$ cat src/rtl/vend_mech_if.sv
// Handshake bundle between the vending front-ends, the shared mechanism driver and the arbiter.
// slave = arbiter side, master = front-end/mechanism side.
interface vend_mech_if #(
  parameter int N = 4
) ();
  logic [N-1:0] req;
  logic [N-1:0] req_ret;
  logic [N-1:0] gnt;
  logic [N-1:0] ack;
  logic         busy;
  logic         mech_start;
  logic         mech_sel;
  logic         mech_done;
  logic         fault;

  modport slave (
    input  req, req_ret, mech_done,
    output gnt, ack, busy, mech_start, mech_sel, fault
  );

  modport master (
    output req, req_ret, mech_done,
    input  gnt, ack, busy, mech_start, mech_sel, fault
  );
endinterface

$ cat src/rtl/vend_mech_arbiter.sv
// Round-robin sequencer sharing one dispense/coin-return mechanism among N front-ends.
// Optional WAIT timeout with sticky fault flag: define VEND_MECH_TIMEOUT_EN.
module vend_mech_arbiter #(
  parameter int N           = 4,
  parameter int COOL_CYC    = 3,
  parameter int TIMEOUT_CYC = 1000
) (
  input  logic         clk,
  input  logic         rst,
  vend_mech_if.slave   bus
);

  localparam int IW = (N > 1) ? $clog2(N) : 1;
  localparam int CW = (COOL_CYC > 1) ? $clog2(COOL_CYC) : 1;

  typedef enum logic [1:0] {IDLE, START, WAIT, COOL} state_t;

  state_t          state_reg, state_next;
  logic [N-1:0]    gnt_reg, gnt_next;
  logic [N-1:0]    ack_reg, ack_next;
  logic            sel_reg, sel_next;
  logic [IW-1:0]   ptr_reg, ptr_next;
  logic [CW-1:0]   cool_reg, cool_next;
  logic [IW-1:0]   cand_idx [N];
  logic [IW-1:0]   win_idx;
  logic            win_found;
  logic            timeout;

  // Candidate gi is the requester gi places after the pointer, wrapping at N.
  for (genvar gi = 0; gi < N; gi++) begin : g_cand
    logic [IW:0] sum;
    assign sum          = {1'b0, ptr_reg} + (IW+1)'(gi);
    assign cand_idx[gi] = (sum >= (IW+1)'(N)) ? IW'(sum - (IW+1)'(N)) : IW'(sum);
  end

  // Scan from the farthest candidate back so the nearest asserted one wins.
  always_comb begin
    win_found = 1'b0;
    win_idx   = '0;
    for (int i = N - 1; i >= 0; i--) begin
      if (bus.req[cand_idx[i]]) begin
        win_found = 1'b1;
        win_idx   = cand_idx[i];
      end
    end
  end

  always_ff @(posedge clk) begin
    if (rst) begin
      state_reg <= IDLE;
      gnt_reg   <= '0;
      ack_reg   <= '0;
      sel_reg   <= 1'b0;
      ptr_reg   <= '0;
      cool_reg  <= '0;
    end else begin
      state_reg <= state_next;
      gnt_reg   <= gnt_next;
      ack_reg   <= ack_next;
      sel_reg   <= sel_next;
      ptr_reg   <= ptr_next;
      cool_reg  <= cool_next;
    end
  end

  always_comb begin
    state_next = state_reg;
    gnt_next   = gnt_reg;
    ack_next   = '0;
    sel_next   = sel_reg;
    ptr_next   = ptr_reg;
    cool_next  = cool_reg;
    case (state_reg)
      IDLE: begin
        if (win_found) begin
          gnt_next          = '0;
          gnt_next[win_idx] = 1'b1;
          sel_next          = bus.req_ret[win_idx];
          ptr_next          = (win_idx == IW'(N - 1)) ? '0 : win_idx + 1'b1;
          state_next        = START;
        end
      end
      START: begin
        state_next = WAIT;
      end
      WAIT: begin
        // A timeout completes the operation exactly like mech_done would.
        if (bus.mech_done || timeout) begin
          ack_next = gnt_reg;
          gnt_next = '0;
          sel_next = 1'b0;
          if (COOL_CYC == 0) begin
            state_next = IDLE;
          end else begin
            state_next = COOL;
            cool_next  = CW'(COOL_CYC - 1);
          end
        end
      end
      COOL: begin
        if (cool_reg == '0) begin
          state_next = IDLE;
        end else begin
          cool_next = cool_reg - 1'b1;
        end
      end
      default: state_next = IDLE;
    endcase
  end

`ifdef VEND_MECH_TIMEOUT_EN
  localparam int TW = (TIMEOUT_CYC > 1) ? $clog2(TIMEOUT_CYC) : 1;

  logic [TW-1:0] wait_cnt_reg;
  logic          fault_reg;

  // A late mech_done on the expiry cycle still wins over the timeout.
  assign timeout = (state_reg == WAIT) && !bus.mech_done &&
                   (wait_cnt_reg == TW'(TIMEOUT_CYC - 1));

  always_ff @(posedge clk) begin
    if (rst) begin
      wait_cnt_reg <= '0;
      fault_reg    <= 1'b0;
    end else begin
      if (state_reg == WAIT) begin
        wait_cnt_reg <= wait_cnt_reg + 1'b1;
      end else begin
        wait_cnt_reg <= '0;
      end
      if (timeout) begin
        fault_reg <= 1'b1;
      end
    end
  end

  assign bus.fault = fault_reg;
`else
  assign timeout   = 1'b0;
  assign bus.fault = 1'b0;
`endif

  assign bus.gnt        = gnt_reg;
  assign bus.ack        = ack_reg;
  assign bus.mech_sel   = sel_reg;
  assign bus.mech_start = (state_reg == START);
  assign bus.busy       = (state_reg != IDLE);

endmodule
$ cat src/flat_wrapper.sv
// flat-port wrapper written by rule: the top's interface ports become plain ports
module vend_mech_arbiter_flat 
#(
  parameter int N           = 4,
  parameter int COOL_CYC    = 3,
  parameter int TIMEOUT_CYC = 1000
)
  (clk, rst, bus_req, bus_req_ret, bus_mech_done, bus_gnt, bus_ack, bus_busy, bus_mech_start, bus_mech_sel, bus_fault);
  vend_mech_if #(.N(N)) bus_i ();
  input  logic clk;
  input  logic rst;
  input wire logic [$bits(bus_i.req)-1:0] bus_req;
  input wire logic [$bits(bus_i.req_ret)-1:0] bus_req_ret;
  input wire logic [$bits(bus_i.mech_done)-1:0] bus_mech_done;
  output wire logic [$bits(bus_i.gnt)-1:0] bus_gnt;
  output wire logic [$bits(bus_i.ack)-1:0] bus_ack;
  output wire logic [$bits(bus_i.busy)-1:0] bus_busy;
  output wire logic [$bits(bus_i.mech_start)-1:0] bus_mech_start;
  output wire logic [$bits(bus_i.mech_sel)-1:0] bus_mech_sel;
  output wire logic [$bits(bus_i.fault)-1:0] bus_fault;
  assign bus_i.req = bus_req;
  assign bus_i.req_ret = bus_req_ret;
  assign bus_i.mech_done = bus_mech_done;
  assign bus_gnt = bus_i.gnt;
  assign bus_ack = bus_i.ack;
  assign bus_busy = bus_i.busy;
  assign bus_mech_start = bus_i.mech_start;
  assign bus_mech_sel = bus_i.mech_sel;
  assign bus_fault = bus_i.fault;
  vend_mech_arbiter #(.N(N), .COOL_CYC(COOL_CYC), .TIMEOUT_CYC(TIMEOUT_CYC)) u_core (.clk(clk), .rst(rst), .bus(bus_i));
endmodule
$ cat config.mk
export PLATFORM = sky130hd
export DESIGN_NAME = vend_mech_arbiter_flat
export DESIGN_NICKNAME = d
export VERILOG_FILES = /design/src/rtl/vend_mech_if.sv /design/src/rtl/vend_mech_arbiter.sv /design/src/flat_wrapper.sv
export SDC_FILE = /design/constraint.sdc
export NUM_CORES = 1
export LEC_CHECK = 0
export BUFFER_PORTS_ARGS = -buffer_cell sky130_fd_sc_hd__buf_2
export CORE_MARGIN = 5
export CORE_UTILIZATION = 55
export DETAILED_ROUTE_END_ITERATION = 16
export GPL_TIMING_DRIVEN = 0
export PLACE_DENSITY_LB_ADDON = 0.1
export REMOVE_ABC_BUFFERS = 1
export SYNTH_ARGS = -nofsm -noshare
export SYNTH_HDL_FRONTEND = slang
export SYNTH_SLANG_ARGS = --single-unit
$ cat constraint.sdc
create_clock -name clk -period 4.28 [get_ports clk]
set_input_delay 0.642 -clock clk [delete_from_list [all_inputs] [get_ports clk]]
set_output_delay 0.642 -clock clk [all_outputs]
set_load 0.05 [all_outputs]
==> out/results.md, run 1 <==
- **run status** finished, final reports clean
- **setup violation total in the final timing report** 0
- **critical path startpoint category** flop
- **CTS Buffer Depth** 2
- **detailed router's first-iteration violation count** 5
- **commonest register cell after synthesis** dfxtp_1
- **number of endpoints with negative hold slack in the final report** 0
- **highest fanout seen on the critical path** 5
- **Boundary Pins** 23
- **Cell Area, Synth** 899.6 sq um
- **number of distinct library cell variants in the gate-level netlist after synthesis** 38
- **Hold Path Class** flop to flop
- **leakage** 0.4780 nW
- **number of H-tree levels** 1
- **Max VDD drop** 0.4341 mV
- **Area Growth Syn to Fin** 14.88%
- **Port Buffers** 21
- **leftover overflow at the end of global routing** 0
- **register bit total from synthesis** 15
- **number of buffers added for setup after CTS** 0
- **total of hold buffers inserted after clock tree synthesis** 0
- **max cap viols** 0
- **detailed-route via count** 762
- **Antenna Nets Post-Route** 0
- **aggregate negative setup slack** 0 ns
- **arrival time of data at the critical path endpoint** 1.37 ns
- **total half-perimeter wirelength after legalization and detailed placement** 1.319 mm
- **kind of critical path** flop to output pin
- **total power divided by cell area** 663.4 nW/um^2
- **final weighted congestion in routability-driven placement** 0.7691
- **Period minus WS final** 2.010 ns
- **height of the die** 50.45 um
- **most area-consuming cells after synthesis** dfxtp_1 (33%), ha_1 (13%), a21oi_1 (5.0%)
- **global-route wire length before repair** 2.939 mm
- **number of enable flip-flop cells after synthesis** 0
- **ratio of cells with drive above 1 in the final layout** 30.16%
- **clock latency on the worst-skew pair** 0.28 ns
- **initial antenna violation count** 0
- **commonest non-fill, non-tap cells in the layout** buf_2 (21), dfxtp_1 (15), nor2_1 (10), a21oi_1 (9), ha_1 (9)
- **overall routing resource usage** 14.93%
- **average wire length per cell after detail routing** 11.19 um
- **residual DRC count** 0
- **FFs w/ async S/R, synth** 0%
- **category of the worst setup path capture point** output pin
- **period utilization** 46.96%
- **total of fill cells in the finished design** 149
- **cells resized by post-CTS repair** 0
- **sum of routed wire length over all layers** 1.589 mm
- **clock tree from TritonCTS** built
- **number of nets in the layout** 147
- **core box area** 1524 sq um
- **CTS sink count** 15
- **Synth Instances** 104
- **timing-limited maximum frequency** 497.5 MHz
- **DP Worst Slack** 2.326 ns
- **mean cell area of the mapped netlist** 8.650 sq um
- **least setup slack across all paths after layout** 2.270 ns
- **via density per instance** 5.366
- **portion of synthesized cell area occupied by the leading cell type** 33.38%
- **Placement Rows** 14
- **count of inserted antenna diode cells** 0
- **starting utilization of the core area** 59.03%
- **via count of the first global-routing pass** 709
- **width of the chip** 50.45 um
- **Worst Hold Margin** 0.4694 ns
- **largest net degree at the start of global routing** 14
- **setup skew after layout** 0.002180 ns
- **dominant cell type by area after synthesis** dfxtp_1
- **cts bufs inserted** 3
- **part of the Yosys area used for sequential elements** 33.38%
- **critical path data required time** 3.64 ns
- **setup repair after global routing missed its margin** no
- **cell at the root of the clock tree** clkbuf_4
- **most common library cell in the layout ignoring fill and taps** buf_2
- **final count of pins violating max slew** 0
- **clock transition at the registers of the reported paths** 0.08 ns
- **yosys synthesis warning count** 0
- **Die Outline Area** 2545 sq um
- **first-pass detailed-route iteration total** 4
worst paths after layout:
kind	startpoint	end	slack (ns)	cells after the start
worst min-delay path	u_core.bus.gnt[0]	u_core.bus.gnt[0]	0.47	2
worst min register to register	u_core.bus.gnt[0]	u_core.bus.gnt[0]	0.47	2
worst max register to register	u_core.state_reg[0]	u_core.bus.mech_sel	2.50	7
worst max-delay path	u_core.state_reg[0]	bus_busy	2.27	4
power by group:
| part | switching (mW) | internal (mW) | leakage [nW] |
|---|---|---|---|
| sequential | 0.0316 | 0.179 | 0.123 |
| combinational | 0.260 | 0.135 | 0.338 |
| clock | 0.0445 | 0.0348 | 0.0177 |
Yosys cell counts, types with 2 or more instances:
cell type and instances:
dfxtp_1 15, nor3_1 2, inv_1 8, a22oi_1 2
nand3b_1 3, a21oi_1 9, buf_4 2, nand2_1 6
nor2b_1 2, nor2_1 10, nand2b_1 2, and2_1 5
mux2i_1 3, o21ai_0 3, ha_1 9
cell type report:
| cell class | instances | area [sq um] | share of cell area, % |
|---|---|---|---|
| Sequential cell | 15 | 300.3 | 29.06 |
| Inverter | 10 | 40.04 | 3.874 |
| Multi-Input combinational cell | 76 | 540.5 | 52.30 |
| Clock buffer | 3 | 22.52 | 2.179 |
| Tap cell | 16 | 20.02 | 1.937 |
| Clock inverter | 1 | 5.005 | 0.4843 |
| Timing Repair Buffer | 21 | 105.1 | 10.17 |
worst max-delay path: stages (launching register included):
cell and delay (ns):
dfxtp_1 0.39, inv_1 0.08, ha_1 0.28, inv_1 0.08
buf_2 0.25
cell families (layout without fill, tap and decap cells):
family,after synthesis,in the layout,synth area share [%]
AND/OR/NAND/NOR,39,39,25.18
AO/OA/AOI/OAI,24,24,18.64
flip-flops,15,15,33.38
buffers and inverters,13,35,6.535
adder cells (fa/ha/maj),9,9,12.52
multiplexers,3,3,3.338
other,1,1,0.4168
metrics by stage:
stage | std cells | instance area (sq um) | power [mW] | util, %
after floorplan | 101 | 880.8 | 0.5352 | -
after global placement | 138 | 1006 | 0.6028 | 66.01
after detailed placement | 138 | 1006 | 0.6139 | 66.01
after CTS | 142 | 1033 | 0.6974 | 67.82
after global routing | 142 | 1033 | 0.7571 | 67.82
final | 142 | 1033 | 0.6856 | 67.82
per-layer routing:
metal / vias up / global-route usage [%] / share of wire, %
met5: - / 0 / 0
met4: 0 / 7.660 / 2.1
met3: 5 / 5.325 / 7.6
met2: 17 / 25.21 / 49
met1: 346 / 16.19 / 42
li1: 394 / - / -
(Power assumes the default switching activity.)
==> inputs of run 2 (changes only) <==
Settings changed: ABC_AREA from default to 1, CORE_UTILIZATION 55 to 47.
Clock period 4.28 ns to 1.7 ns, I/O delays scaled along.
==> out/results.md, run 2 <==
- **run status** finished with violations, was finished, final reports clean
- **failing checks** setup timing
- **category of the worst setup path capture point** flop, was output pin
- **number of H-tree levels** 1, unchanged
- **Synth Instances** 148, was 104
- **adder-cell share of the synthesized area** 10.90%, was 12.52%
- **terminating pin of the worst hold path** u_core.bus.mech_sel, was u_core.bus.gnt[0]
- **mean cell area of the mapped netlist** 6.983 sq um, was 8.650 sq um
- **height of the die** 56.89 um, was 50.45 um
- **cell total after placement** 195, was 138
- **sequential share of power** 19.0%, was 30.7%
- **CTS sink count** 15, unchanged
- **cell with the biggest individual delay on the critical path** dfxtp_4, was dfxtp_1
- **register bit total from synthesis** 15, unchanged
- **stage delay of the slowest cell on the critical path** 0.36 ns, was 0.39 ns
- **Critical path buffers and inverters** 2, was 3
- **Area Growth Syn to Fin** 36.08%, was 14.88%
- **Max VDD drop** 0.9381 mV, was 0.4341 mV
- **arrival time of data at the critical path endpoint** 1.99 ns, was 1.37 ns
- **clock tree from TritonCTS** built, unchanged
- **Final Non-Filler Cells** 204, was 142
- **CP Cell Sequence** buf_6 -> nand2_1 -> nand2_4 -> nand2_4 -> nand3_4 -> nor2_4 -> nor2_4 -> nor2_4 -> ha_2 -> inv_1 -> nor2_1 -> o21ai_1 -> a21oi_1, was inv_1 -> ha_1 -> inv_1 -> buf_2
- **width of the chip** 56.89 um, was 50.45 um
- **Period minus WS final** 1.771 ns
- **Psw** 1.521 mW, was 0.3364 mW
- **period utilization** 104.2%
- **synthesized-area fraction occupied by ao, oa, aoi and oai cells** 12.59%, was 18.64%
- **count of inserted antenna diode cells** 0, unchanged
- **aggregate negative setup slack** -0.1572 ns, was 0 ns
- **Worst Hold Margin** 0.1881 ns, was 0.4694 ns
- **sum of routed wire length over all layers** 2.291 mm, was 1.589 mm
- **total half-perimeter wirelength after legalization and detailed placement** 1.542 mm, was 1.319 mm
- **final cell area excluding filler cells** 1406 sq um, was 1033 sq um
- **most common cell in the synthesized netlist** nand2_1, was dfxtp_1
- **portion of synthesized cell area occupied by the leading cell type** 29.06%, was 33.38%
- **DP Worst Slack** -0.2936 ns, was 2.326 ns
- **cts bufs inserted** 3, unchanged
- **commonest register cell after synthesis** dfxtp_1, unchanged
- **leftover overflow at the end of global routing** 0, unchanged
- **number of enable flip-flop cells after synthesis** 0, unchanged
- **overall routing resource usage** 13.61%, was 14.93%
- **number of endpoints with negative hold slack in the final report** 0, unchanged
- **Antenna Nets Post-Route** 0, unchanged
- **main combinational cell family by area after synthesis** simple AND/OR/NAND/NOR gates, unchanged
- **RR Endpoint** u_core.bus.gnt[0], was u_core.bus.mech_sel
- **Comb pwr share** 74.0%, was 57.7%
- **clock transition at the registers of the reported paths** 0.08 ns, about the same
- **yosys synthesis warning count** 0, unchanged
- **Cell Area, Synth** 1033 sq um, was 899.6 sq um
- **final weighted congestion in routability-driven placement** 0.9090, was 0.7691
- **largest net degree at the start of global routing** 10, was 14
- **sw frac** 53.70%, was 49.06%
- **total of fill cells in the finished design** 198, was 149
- **Port Buffers** 21, unchanged
- **global-route wire length before repair** 3.525 mm, was 2.939 mm
- **setup repair after global routing missed its margin** yes, was no
- **setup skew after layout** 0.003989 ns, was 0.002180 ns
- **hold wc startpoint** rst, was u_core.bus.gnt[0]
- **Reg2Reg Launch Point** u_core.ptr_reg[0], was u_core.state_reg[0]
- **Final Util** 65.46%, was 67.82%
- **cell seen most often among critical-path stages** nor2_4, was inv_1
- **ratio of cells with drive above 1 in the final layout** 43.75%, was 30.16%
- **initial antenna violation count** 0, unchanged
- **critical path startpoint category** flop, unchanged
- **clock latency on the worst-skew pair** 0.28 ns, about the same
- **via count of the first global-routing pass** 865, was 709
- **Die Outline Area** 3236 sq um, was 2545 sq um
- **critical path data required time** 1.92 ns, was 3.64 ns
- **Hold Path Class** input port to flop, was flop to flop
- **area of the multi-input gates** 758.2 sq um, was 540.5 sq um
- **core box area** 2148 sq um, was 1524 sq um
- **starting utilization of the core area** 48.11%, was 59.03%
- **leakage** 0.7007 nW, was 0.4780 nW
- **power share of the clock group** 7.0%, was 11.6%
- **most area-consuming cells after synthesis** dfxtp_1 (29%), ha_1 (11%), nand2_1 (11%), was dfxtp_1 (33%), ha_1 (13%), a21oi_1 (5.0%)
- **CP top delay family** simple AND/OR/NAND/NOR gates, was buffers and inverters
- **Register-to-Register Setup Slack** -0.07 ns, was 2.50 ns
- **ranking of synthesized cells by instance count** nand2_1 (30), inv_1 (27), dfxtp_1 (15), nor2_1 (12), a21oi_1 (10), was dfxtp_1 (15), nor2_1 (10), a21oi_1 (9), ha_1 (9), inv_1 (8)
- **average wire length per cell after detail routing** 11.23 um, was 11.19 um
- **share of synthesized area spent on multiplexers** 0%, was 3.338%
- **detailed-route via count** 977, was 762
- **dominant cell type by area after synthesis** dfxtp_1, unchanged
- **number of nets in the layout** 197, was 147
- **residual DRC count** 0, unchanged
- **part of the Yosys area used for sequential elements** 29.06%, was 33.38%
- **FFs w/ async S/R, synth** 0%, unchanged
- **total power divided by cell area** 2014 nW/um^2, was 663.4 nW/um^2
- **timing-limited maximum frequency** 564.8 MHz
- **total power consumption of the routed design** 2.832 mW, was 0.6856 mW
- **highest fanout seen on the critical path** 4, was 5
- **total placed instance area** 1155 sq um, was 1006 sq um
- **Placement Rows** 17, was 14
- **first-pass detailed-route iteration total** 4, unchanged
- **cell depth of the worst flop-to-flop path** 13, was 7
- **setup violation total in the final timing report** 3, was 0
- **CTS Buffer Depth** 2, unchanged
- **internal power** 1.311 mW, was 0.3492 mW
- **area share of and/or/nand/nor cells after synthesis** 33.66%, was 25.17%
- **final count of pins violating max slew** 0, unchanged
- **Boundary Pins** 23, unchanged
- **via density per instance** 4.789, was 5.366
- **area used by sequential logic in the layout** 307.8 sq um, was 300.3 sq um
- **xor and xnor fraction of the mapped netlist area** 0%, unchanged
- **most common library cell in the layout ignoring fill and taps** inv_1, was buf_2
- **kind of critical path** flop to flop, was flop to output pin
- **number of distinct library cell variants in the gate-level netlist after synthesis** 27, was 38
- **detailed router's first-iteration violation count** 8, was 5
- **least setup slack across all paths after layout** -0.07067 ns, was 2.270 ns
- **cell at the root of the clock tree** clkbuf_4, unchanged
- **max cap viols** 0, unchanged
- **worst hold stages** 2, unchanged
- **commonest non-fill, non-tap cells in the layout** inv_1 (24), buf_2 (21), nand2_1 (19), dfxtp_1 (13), was buf_2 (21), dfxtp_1 (15), nor2_1 (10), a21oi_1 (9), ha_1 (9)
[run 2: repair_timing]
action | in CTS | in global routing
hold buffers | 0 | 0
resized for setup | 10 | 39
setup endpoints to repair | 8 | 10
setup buffers | 2 | 3
cloned | 0 | 0
pin swaps | 2 | 20
[run 2: cell families (layout without fill, tap and decap cells)]
family,after synthesis,count (layout)
compound gates,24,24
buf+inv,32,60
simple gates,67,67
other cells,1,1
flops,15,15
fa+ha+maj,9,9
[run 2: worst register-to-register path: stages (launching register included)]
cell     delay, ns
dfxtp_4       0.36
buf_6         0.13
nand2_1       0.10
nand2_4       0.07
nand2_4       0.10
nand3_4       0.09
nor2_4        0.18
nor2_4        0.05
nor2_4        0.12
ha_2          0.18
inv_1         0.04
nor2_1        0.09
o21ai_1       0.06
a21oi_1       0.13
[run 2: worst max path at each step]
| stage | start | slack (ns) | end | depth (start not counted) |
|---|---|---|---|---|
| floorplan | u_core.ptr_reg[0] | -0.08 | u_core.ptr_reg[1] | 10 |
| global placement | u_core.ptr_reg[0] | -0.26 | u_core.ptr_reg[1] | 10 |
| detailed placement | u_core.ptr_reg[0] | -0.29 | u_core.ptr_reg[1] | 10 |
| CTS | u_core.ptr_reg[0] | -0.07 | u_core.bus.gnt[2] | 13 |
| global route | u_core.ptr_reg[0] | -0.19 | u_core.bus.gnt[0] | 14 |
| finish | u_core.ptr_reg[0] | -0.07 | u_core.bus.gnt[0] | 13 |
[run 2: final cells by class]
type	count	share of cell area (%)
repair buffers	26	11.30
well taps	28	2.491
inverters	30	8.541
clock buffers	4	1.868
flip-flops and latches	15	21.89
multi-input cells	101	53.91
[run 2: per-layer routing]
layer	vias to the layer above	global-route usage [%]	part of all wire, %
met1	424	15.45	40
met2	29	23.65	51
met5	-	0	0
met4	0	7.616	3.4
met3	10	2.299	5.4
li1	514	-	-
[run 2: power groups by stage]
stage	Sequential [mW]	Clock (mW)	Combinational, mW
global placement	0.549	0	1.52
detailed placement	0.549	0	1.54
CTS	0.524	0.203	1.67
finish	0.538	0.199	2.10
floorplan	0.671	0	1.14
global route	0.551	0.226	2.32
